### config.mk
export PLATFORM = sky130hd
export DESIGN_NAME = key_input_conditioner
export DESIGN_NICKNAME = d
export VERILOG_FILES = /design/src/rtl/key_input_conditioner.sv
export SDC_FILE = /design/constraint.sdc
export NUM_CORES = 1
export LEC_CHECK = 0
export ABC_CLOCK_PERIOD_IN_PS = 3800
export CAP_MARGIN = 20
export CORE_MARGIN = 2
export CORE_UTILIZATION = 34
export CTS_CLUSTER_SIZE = 28
export DETAILED_ROUTE_END_ITERATION = 7
export PLACE_DENSITY = 0.59
export REMOVE_ABC_BUFFERS = 1
export SLEW_MARGIN = 20
export SYNTH_ARGS = -nofsm -noshare
export SYNTH_HDL_FRONTEND = slang
export SYNTH_SLANG_ARGS = --single-unit
### constraint.sdc
create_clock -name i_clk -period 3.8 [get_ports i_clk]
set_input_delay 0.38 -clock i_clk [delete_from_list [all_inputs] [get_ports i_clk]]
set_output_delay 0.38 -clock i_clk [all_outputs]
set_load 0.01 [all_outputs]
### src/rtl/key_input_conditioner.sv
// rtl/key_input_conditioner.sv - N-channel key synchroniser, debouncer, press/release and hold-to-repeat pulses
// Define KEY_PRIORITY_EN to pass only the lowest-index o_pos/o_repeat bit in a cycle.
module key_input_conditioner #(
  parameter int N_CH          = 4,
  parameter int CNT_W         = 16,
  parameter int DEBOUNCE_CYC  = 50000,
  parameter int ACTIVE_LOW    = 1,
  parameter int REPEAT_DELAY  = 25000000,
  parameter int REPEAT_PERIOD = 5000000
) (
  input  logic            i_clk,
  input  logic            i_rst,
  input  logic [N_CH-1:0] i_in,
  input  logic            i_repeat_en,
  output logic [N_CH-1:0] o_level,
  output logic [N_CH-1:0] o_pos,
  output logic [N_CH-1:0] o_neg,
  output logic [N_CH-1:0] o_repeat
);

  localparam int RPT_W = CNT_W + 10;
  localparam logic [N_CH-1:0]  POL    = (ACTIVE_LOW != 0) ? '1 : '0;
  localparam logic [CNT_W-1:0] DB_MAX = CNT_W'(DEBOUNCE_CYC - 1);
  localparam logic [RPT_W-1:0] RD_MAX = RPT_W'(REPEAT_DELAY - 1);
  localparam logic [RPT_W-1:0] RP_MAX = RPT_W'(REPEAT_PERIOD - 1);

  typedef enum logic [1:0] {IDLE, DELAY, RPT} rpt_state_t;

  logic [N_CH-1:0] sync1, sync2;
  logic [N_CH-1:0] sync_lvl;
  logic [N_CH-1:0] toggle;
  logic [N_CH-1:0] pos_raw, neg_raw, rpt_raw;
  logic [N_CH-1:0] pos_f, rpt_f;

  // Sync flops hold raw pin values; the reset value is the physical "released" level.
  assign sync_lvl = sync2 ^ POL;
  assign pos_raw  = toggle & ~o_level;
  assign neg_raw  = toggle & o_level;

`ifdef KEY_PRIORITY_EN
  assign pos_f = pos_raw & (~pos_raw + N_CH'(1));
  assign rpt_f = rpt_raw & (~rpt_raw + N_CH'(1));
`else
  assign pos_f = pos_raw;
  assign rpt_f = rpt_raw;
`endif

  always_ff @(posedge i_clk) begin
    if (i_rst) begin
      sync1    <= POL;
      sync2    <= POL;
      o_level  <= '0;
      o_pos    <= '0;
      o_neg    <= '0;
      o_repeat <= '0;
    end else begin
      sync1    <= i_in;
      sync2    <= sync1;
      o_level  <= o_level ^ toggle;
      o_pos    <= pos_f;
      o_neg    <= neg_raw;
      o_repeat <= rpt_f;
    end
  end

  for (genvar g = 0; g < N_CH; g++) begin : g_ch
    logic [CNT_W-1:0] db_cnt;
    logic [RPT_W-1:0] rc_q, rc_d;
    rpt_state_t       st_q, st_d;
    logic             rpt_c;

    assign toggle[g]  = (sync_lvl[g] != o_level[g]) && (db_cnt == DB_MAX);
    assign rpt_raw[g] = rpt_c;

    // Counter never passes DB_MAX: it clears on agreement or on acceptance.
    always_ff @(posedge i_clk) begin
      if (i_rst) begin
        db_cnt <= '0;
      end else if ((sync_lvl[g] == o_level[g]) || toggle[g]) begin
        db_cnt <= '0;
      end else begin
        db_cnt <= db_cnt + CNT_W'(1);
      end
    end

    always_ff @(posedge i_clk) begin
      if (i_rst) begin
        st_q <= IDLE;
        rc_q <= '0;
      end else begin
        st_q <= st_d;
        rc_q <= rc_d;
      end
    end

    // The FSM is armed by the unfiltered press, so priority filtering never starves repeat timing.
    always_comb begin
      st_d  = st_q;
      rc_d  = rc_q;
      rpt_c = 1'b0;
      case (st_q)
        IDLE: begin
          if (pos_raw[g] && i_repeat_en) begin
            st_d = DELAY;
            rc_d = '0;
          end
        end
        DELAY: begin
          if (!o_level[g] || !i_repeat_en) begin
            st_d = IDLE;
            rc_d = '0;
          end else if (rc_q == RD_MAX) begin
            rpt_c = 1'b1;
            st_d  = RPT;
            rc_d  = '0;
          end else begin
            rc_d = rc_q + RPT_W'(1);
          end
        end
        RPT: begin
          if (!o_level[g] || !i_repeat_en) begin
            st_d = IDLE;
            rc_d = '0;
          end else if (rc_q == RP_MAX) begin
            rpt_c = 1'b1;
            rc_d  = '0;
          end else begin
            rc_d = rc_q + RPT_W'(1);
          end
        end
        default: begin
          st_d = IDLE;
          rc_d = '0;
        end
      endcase
    end
  end

endmodule
# ---- After elaboration in Yosys (flattened, before gate mapping)
# Cells that the tools add are included.
dict set report classes {
  add_sub_neg 8
  multipliers 0
  n_div 0
  order_cmp 0
  eq_ne 40
  shifts 0
  muxes 64
  bitwise_logic 5
  n_reduce_logical 33
}
# op n
set ops {}
lappend ops {{26-bit two-way mux} 20}
lappend ops {{26-bit one-hot mux with 3 select lines} 4}
lappend ops {{26-bit by 1-bit adder with 26-bit output, second input constant} 4}
lappend ops {{26-bit by 23-bit == test with 1-bit output, second input constant} 4}
lappend ops {{26-bit by 25-bit == test with 1-bit output, second input constant} 4}
lappend ops {{16-bit by 1-bit adder with 16-bit output, second input constant} 4}
lappend ops {{16-bit == test, second input constant} 4}
lappend ops {{2-bit two-way mux} 16}
lappend ops {{2-bit one-hot mux with 3 select lines} 4}
lappend ops {{1-bit two-way mux} 16}
lappend ops {{2-bit != test, second input constant} 8}
lappend ops {{3-bit != test, second input constant} 4}
lappend ops {{3-bit AND reduction} 4}
lappend ops {{4-bit bitwise AND} 2}
lappend ops {{2-bit by 1-bit == test with 1-bit output, second input constant} 4}
lappend ops {{2-bit == test, second input constant} 4}
lappend ops {{1-bit logical AND} 8}
lappend ops {{2-bit logical NOT} 4}
lappend ops {{1-bit logical OR} 8}
lappend ops {{4-bit NOT} 2}
lappend ops {{1-bit one-hot mux with 2 select lines} 4}
lappend ops {{2-bit OR reduction} 4}
lappend ops {{1-bit logical NOT} 5}
lappend ops {{1-bit == test} 4}
lappend ops {{2 further kinds} 5}
dict set report word_totals {
  regBits 200
  latch_bits 0
  ramBits 0
  mem_bits_ro 0
  inputBits 7
  output_inout_bits 16
  elab_cells 168
  memories 0
}

# ---- Longest topological paths before layout
# Gate-level depths: netlist of the first run.
dict set report logic_depth {
  ltp_word 7
  mapped_depth 12
  depth_no_buf 11
}

# ---- Worst setup path before layout of the first run
# No wires, ideal clock.
dict set report synth_timing {
  path_kind {reg-to-reg}
  from {reg g_ch[3].db_cnt[9]}
  to {reg g_ch[3].rc_q[16]}
  setup_time_ns 0.115
  arrival_time_ns 2.269
  t_required_ns 3.685
  path_slack_ns 1.417
  stages_incl_launch_ff 13
  n_path_buf 1
  synth_period_minus_slack_ns 2.383
  cell_sequence {dfxtp_1 -> inv_1 -> nor4b_1 -> nand4_1 -> nor2_1 -> ha_1 -> a21bo_2 -> buf_2 -> nand4_1 -> or2_2 -> nor3_1 -> xnor2_1 -> nor2_1}
}
dict set report synth_between {
  elab_chain_cells 5
}
# item line_no
set synth_rtl {}
lappend synth_rtl {{start: declaration} 67} ;# logic [CNT_W-1:0] db_cnt;
lappend synth_rtl {{start signal: assignment} 82} ;# db_cnt <= db_cnt + CNT_W'(1);
lappend synth_rtl {{16-bit == test} 72} ;# assign toggle[g] = (sync_lvl[g] != o_level[g]) && (db_cnt == DB_MAX);
lappend synth_rtl {{1-bit logical AND} 72}
lappend synth_rtl {{4-bit bitwise AND} 37} ;# assign pos_raw = toggle & ~o_level;
lappend synth_rtl {{net pos_f[3]} 33} ;# logic [N_CH-1:0] pos_f, rpt_f;
lappend synth_rtl {{1-bit logical AND} 103} ;# if (pos_raw[g] && i_repeat_en) begin
lappend synth_rtl {{2-bit != test (no source line)} -}
lappend synth_rtl {{end signal: assignment} 92} ;# rc_q <= rc_d;
lappend synth_rtl {{end: declaration} 68} ;# logic [RPT_W-1:0] rc_q, rc_d;
# The timed path passes the listed nets, and every way through them passes these cells.
# A chain may end at the register's enable or synchronous reset.

# ---- Worst setup path in the final report of the first run
dict set report layout_timing {
  from {reg g_ch[0].db_cnt[0]}
  to {reg g_ch[0].rc_q[11]}
}
dict set report layout_between {
  elab_chain_cells 5
}
# item line_no
set layout_rtl {}
lappend layout_rtl {{start: declaration} 67}
lappend layout_rtl {{start signal: assignment} 82}
lappend layout_rtl {{16-bit == test} 72}
lappend layout_rtl {{1-bit logical AND} 72}
lappend layout_rtl {{4-bit bitwise AND} 37}
lappend layout_rtl {{net pos_f[0]} 33}
lappend layout_rtl {{1-bit logical AND} 103}
lappend layout_rtl {{2-bit != test (no source line)} -}
lappend layout_rtl {{end signal: assignment} 92}
lappend layout_rtl {{end: declaration} 68}
# The timed path passes the listed nets, and every way through them passes these cells.

==> run_results.csv, run 1 <==
group,metric,value,unit
run_status,status,"complete, no violations",
floorplan,core-area,0.02786,mm^2
yosys,synth_area,0.009657,mm^2
worst_setup_path,worstSetupPathType,"flop to flop",
floorplan,die_w,172.5,um
clocking,cts_sinks,200,
global_route,grt_first_pass_wirelength,34.36,mm
sta,fin_crit_sh,0.7653,
worst_setup_path,cpMaxStageDelayCell,"a21bo_1",
yosys,yosysSeqAreaShare,0.4146,
sta,tightest_slew,1.065,ns
worst_setup_path,cp_max_fo,16,
pwr,leakage,3.550,nW
detailed_routing,drt_pass1_iterations,7,
place,hpwl,14.02,mm
sta,max_freq,343.9,MHz
finish,syn2layout_area_growth,11.92,%
global_route,grt_start_max_net_pins,40,
detailed_routing,routed_wl,19.75,mm
sta,post-route-min-period,2.908,ns
sta,final-hold-violation-count,0,
clocking,postCtsHoldBufs,0,
yosys,synth_cell_types,71,
detailed_routing,wirelength_met1,10.06,mm
finish,fin_nets,1200,
finish,fin_cells,1555,
yosys,synth-seq-cells,200,
clocking,cts_setup_buffers,0,
detailed_routing,drc_errors,0,
global_route,grt_antenna_before_repair,0,
worst_setup_path,endpoint_kind,"flop",
yosys,yosys_warnings,0,
detailed_routing,vias_per_cell,5.025,
global_route,grt_overflow,0,
clocking,cts_buffer_depth,2,
place,port_buffers,22,
sta,rsz0062_at_grt,"no",
detailed_routing,post_drt_wl_per_cell,12.70,um
clocking,post_cts_resized,0,
yosys,synthArstFlopShare,0,
worst_setup_path,crit_chain,"ha_1 > and3_1 > nand2_1 > nor4_1 > ha_1 > a21bo_1 > nand2b_1 > nor2_1 > nand3_1 > xor2_1 > nor2_1",
sta,skew,0.01896,ns
detailed_routing,ant_nets,0,
finish,final_cell_area,0.01081,mm^2
clocking,clock_tree.root_cell,"clkbuf_16",
floorplan,fp-row-count,61,
sta,slew_violations,0,
sta,slew-limit-headroom,0.2889,
yosys,avgSynthCellArea,8.419,um^2
clocking,insertion_delay,0.44,ns
clocking,cts_tree,"built",
worst_setup_path,crit_required,4.09,ns
detailed_routing,top_layer_used,"met4",
finish,antennaDiodeCount,0,
detailed_routing,wl_met2,8.981,mm
place,place_inst,1523,
sta,setup_tns,0,ns
floorplan,die_h,172.5,um
floorplan,ios,23,
worst_setup_path,slowest_delay,0.42,ns
worst_setup_path,worstPathArrival,3.20,ns
yosys,syn_inst,1147,
finish,drive_above_1_share,0.06457,
clocking,clkTransAtPathRegs,0.07,ns
global_route,grtUsageTotal,0.1349,
place,placement.cell_area,0.01025,mm^2
pwr,vdd_drop_max,0.3062,mV
detailed_routing,route.met3.wl,514,um
yosys,synth_ff_type,"dfxtp_1",
floorplan,start_util,0.3466,
worst_setup_path,startpoint_type,"flop",
global_route,grt_pass1_vias,7245,
place,gp_congestion,0.8048,
clocking,cts_buffers,17,
min_path,hold_path.class,"flop to flop",
sta,setup_viol,0,
yosys,synth_edf_count,0,
detailed_routing,drt_iter0_markers,574,
floorplan,dieArea,0.02977,mm^2
pwr,pwr_density_cell,359.0,mW/mm^2
clocking,h-tree-depth,4,
detailed_routing,route.vias.total,7814,
run,max_cap_viol_count,0,
==> power breakdown <==
| part | internal, W | total, W | switching (W) | leakage, nW |
|---|---|---|---|---|
| registers | 0.00210 | 0.00210 | 0.00000281 | 1.61 |
| clock network | 0.000912 | 0.00172 | 0.000810 | 0.272 |
| logic | 0.0000171 | 0.0000560 | 0.0000390 | 1.67 |
==> per-stage QoR <==
| step | setup slack (ns) | hold WS (ns) | power [W] | util |
|---|---|---|---|---|
| finish | 0.8920 | 0.4129 | 0.003880 | 0.3880 |
| detailed placement | 0.8404 | 0.4027 | 0.002208 | 0.3680 |
| CTS | 0.8192 | 0.4187 | 0.003948 | 0.3880 |
| global placement | 0.9169 | 0.3919 | 0.002208 | 0.3680 |
| global route | 0.5443 | 0.4400 | 0.004032 | 0.3880 |
| floorplan | 1.294 | 0.3895 | 0.002177 | - |
==> routing by layer <==
metal  vias to the layer above  GRT usage
li1                       4048          -
met1                      3655     0.1846
met2                       101     0.2187
met3                        10    0.02331
met4                         0    0.03811
met5                         -          0
==> registers in the layout, summed over array words and instances (netlist names) <==
signal / flops
o_neg: 4
o_pos: 4
sync2: 4
o_repeat: 4
sync1: 4
o_level: 4
g_ch.rc_q: 104
g_ch.st_q: 8
g_ch.db_cnt: 64
==> layout make-up <==
type,count,area [um^2]
fillers,2827,17050
multi-input cells,883,5376
flip-flops and latches,200,4004
well taps,378,473.0
clock buffers,19,432.9
repair buffers,31,282.8
clock inverters,13,122.6
inverters,31,116.4
==> placed cells by master (no fill, tap or decap), types with 11 or more instances in the layout <==
master             n
dfxtp_1          200
xor2_1            65
a31oi_1           23
inv_1             31
nor3_1            25
and3_1            39
or3_1             11
nor4_1            15
nand2_1          117
clkdlybuf4s50_1   21
or2_2             13
o21ai_0           12
nand4_1           48
nor2b_1           13
xnor2_1           47
ha_1              29
nand3_1           68
clkbuf_16         17
a21oi_1           38
nor2_1           183
nand2b_1          15
==> worst paths after layout <==
| path | slack, ns | depth (start not counted) | from | end |
|---|---|---|---|---|
| hold reg to reg | 0.41 | 1 | sync1[0] | sync2[0] |
| hold / removal | 0.41 | 1 | sync1[0] | sync2[0] |
| setup reg to reg | 0.89 | 11 | g_ch[0].db_cnt[0] | g_ch[0].rc_q[11] |
| setup / recovery | 0.89 | 11 | g_ch[0].db_cnt[0] | g_ch[0].rc_q[11] |
==> worst max-delay path: cells and delay by family, from the launching register on <==
family | cells | cell delay [ns]
and+or+nand+nor | 7 | 1.40
xor gates and xnor gates | 1 | 0.15
AOI/OAI and AO/OA | 1 | 0.42
DFF | 1 | 0.35
adders and majority gates | 2 | 0.45
==> synth_stat cells, types with 13 or more instances <==
cell type,number,area (um^2)
clkbuf_1,22,82.58
a21oi_1,38,190.2
nor2b_1,13,81.33
nor3_1,25,125.1
nand4_1,48,300.3
and3_1,39,244.0
nand2b_1,15,93.84
nor2_1,183,686.9
inv_1,31,116.4
dfxtp_1,200,4004
xor2_1,65,569.3
or2_2,13,81.33
nand2_1,117,439.2
nand3_1,68,340.3
xnor2_1,47,411.6
a31oi_1,23,143.9
ha_1,29,362.9
nor4_1,15,93.84
==> kinds of logic after synthesis <==
family / synth area share
xor gates and xnor gates: 0.1016
AOI/OAI and AO/OA: 0.09031
and+or+nand+nor: 0.3190
adders and majority gates: 0.03757
DFF: 0.4146
buffers and inverters: 0.02863
muxes: 0.008293
Note: power is estimated with default switching activity, not from simulation.
==> run 2: changes to the inputs <==
ABC_CLOCK_PERIOD_IN_PS = 2500   (was 3800)
PLACE_DENSITY = 0.61   (was 0.59)
clock period = 2.5 ns   (was 3.8 ns; I/O delays follow)
==> run 2 against run 1 <==
Clock skew down 0.0071 ns. Power up 56%. Global-route usage up 0.19 points. Fmax up 24%. Worst hold slack worse by 0.20 ns. First-iteration DRC count up 11%. Setup slack worse by 0.74 ns. Die area unchanged. Sequential share of layout area down 1.7 points. Critical path type unchanged. Critical endpoint is now g_ch[2].rc_q[14]. Largest power group unchanged.
==> run_results.csv, run 2 (synthesis results as in run 1) <==
group,metric,value,unit
clocking,insertion_delay,0.43,ns
finish,antennaDiodeCount,0,
sta,rsz0062_at_grt,"yes",
min_path,hold_path.class,"input pin to flop",
finish,final_cell_mix,"dfxtp_1, nor2_1, nand2_1, nand3_1, xor2_1",
pwr,seq_power_share,0.528,
finish,top_regs,"g_ch.rc_q (104), g_ch.db_cnt (64), g_ch.st_q (8)",
global_route,grt_first_pass_wirelength,34.85,mm
sta,fin_crit_sh,0.9377,
pwr,leakage,3.813,nW
detailed_routing,routed_wl,20.37,mm
place,placement.cell_area,0.01056,mm^2
run_status,status,"complete, no violations",
worst_setup_path,cp_max_fo,6,
sta,post-route-min-period,2.344,ns
sta,tightest_slew,0.7128,ns
floorplan,fp-row-count,61,
detailed_routing,drt_iter0_markers,639,
sta,slew_violations,0,
floorplan,dieArea,0.02977,mm^2
sta,setup_viol,0,
sta,final-hold-violation-count,0,
worst_setup_path,startpoint_type,"flop",
place,gp_congestion,0.8322,
pwr,p_comb_frac,0.017,
worst_setup_path,endpoint_kind,"flop",
clocking,clkTransAtPathRegs,0.08,ns
finish,largest-register,"g_ch.rc_q",
clocking,cts_tree,"built",
global_route,grt_start_max_net_pins,30,
detailed_routing,drc_errors,0,
worst_setup_path,worstPathArrival,2.66,ns
clocking,cts_buffer_depth,2,
clocking,cts_buffers,17,
sta,max_freq,426.6,MHz
place,hpwl,14.41,mm
pwr,switching_share,0.2244,
finish,fillers,2776,
global_route,grtUsageTotal,0.1368,
pwr,p_sw,0.001358,W
pwr,vdd_drop_max,0.4696,mV
finish,mostFrequentLayoutCell,"dfxtp_1",
clocking,cts_sinks,200,
clocking,postCtsHoldBufs,0,
detailed_routing,ant_nets,0,
floorplan,core-area,0.02786,mm^2
finish,final_cell_area,0.01135,mm^2
global_route,grt_overflow,0,
detailed_routing,route.vias.total,7985,
detailed_routing,vias_per_cell,5.000,
floorplan,die_w,172.5,um
clocking,clock_tree.root_cell,"clkbuf_16",
finish,largest_reg_flops,104,
detailed_routing,drt_pass1_iterations,5,
sta,skew,0.01185,ns
worst_setup_path,crit_required,2.82,ns
pwr,p_int,0.004696,W
clocking,h-tree-depth,4,
sta,slew-limit-headroom,0.5204,
place,port_buffers,22,
finish,utilization,0.4073,
run,max_cap_viol_count,0,
pwr,power_frac_clock,0.456,
finish,syn2layout_area_growth,17.49,%
worst_setup_path,worstSetupPathType,"flop to flop",
pwr,pwr_density_cell,533.6,mW/mm^2
finish,fin_nets,1243,
floorplan,ios,23,
finish,drive_above_1_share,0.1214,
floorplan,die_h,172.5,um
detailed_routing,post_drt_wl_per_cell,12.76,um
global_route,grt_pass1_vias,7440,
global_route,grt_antenna_before_repair,0,
floorplan,start_util,0.3466,
[run 2: final cells by class]
class	count	area, um^2	share of cell area
Multi-Input combinational cell	883	5514	0.4860
Sequential cell	200	4006	0.3531
Timing Repair Buffer	74	650.6	0.05734
Tap cell	378	473.0	0.04169
Clock buffer	20	456.7	0.04025
Clock inverter	11	128.9	0.01136
Inverter	31	116.4	0.01026
[run 2: path summary, 6_finish.rpt]
check	startpoint	endpoint	slack (ns)	cells after the start
worst min register to register	sync1[1]	sync2[1]	0.41	1
worst max-delay path	g_ch[2].db_cnt[1]	g_ch[2].rc_q[14]	0.16	11
worst max register to register	g_ch[2].db_cnt[1]	g_ch[2].rc_q[14]	0.16	11
worst min-delay path	i_rst	sync1[0]	0.21	2
[run 2: repair_timing]
| item | 4_1_cts | 5_1_grt |
|---|---|---|
| gates resized for setup | 5 | 31 |
| endpoints found under the hold margin | 0 | 0 |
| setup buffers | 0 | 6 |
| endpoints found under the setup margin | 14 | 73 |
| pin swaps | 0 | 7 |
[run 2: power groups by stage]
stage          registers (W)  clock network (W)   logic, W
2_1_floorplan        0.00327                  0  0.0000409
3_3_place_gp         0.00327                  0   0.000100
3_5_place_dp         0.00327                  0   0.000100
4_1_cts              0.00319            0.00284   0.000101
5_1_grt              0.00319            0.00296   0.000110
6_report             0.00319            0.00276   0.000100
[run 2: worst max-delay path, stage by stage (launching register included)]
cell and delay [ns]:
dfxtp_1 0.35, ha_1 0.18, and3_1 0.18, nand4_1 0.15, nor2_2 0.16, ha_2 0.21
nand2_1 0.06, nand2_1 0.19, nand4_1 0.27, nor3_2 0.26, xnor2_1 0.15, nor2_1 0.05
[run 2: per-layer routing]
layer,track usage,vias to the layer above,share of wire
met5,0,-,0
met2,0.2252,103,0.47
li1,-,4135,-
met3,0.02573,12,0.022
met4,0.03846,0,0.0092
met1,0.1829,3735,0.50
[run 2: metrics by stage]
stage	setup TNS, ns	instances	worst slack, ns	hold WS, ns	power (W)
4_1_cts	0	1591	0.0009288	0.2116	0.006131
3_5_place_dp	-0.3882	1560	-0.05989	0.3981	0.003369
5_1_grt	-0.1894	1597	-0.09459	0.2134	0.006265
3_3_place_gp	-0.01069	1560	-0.01069	0.3922	0.003369
2_1_floorplan	-0.01209	1114	-0.006304	0.3167	0.003309
6_report	0	1597	0.1557	0.2085	0.006054
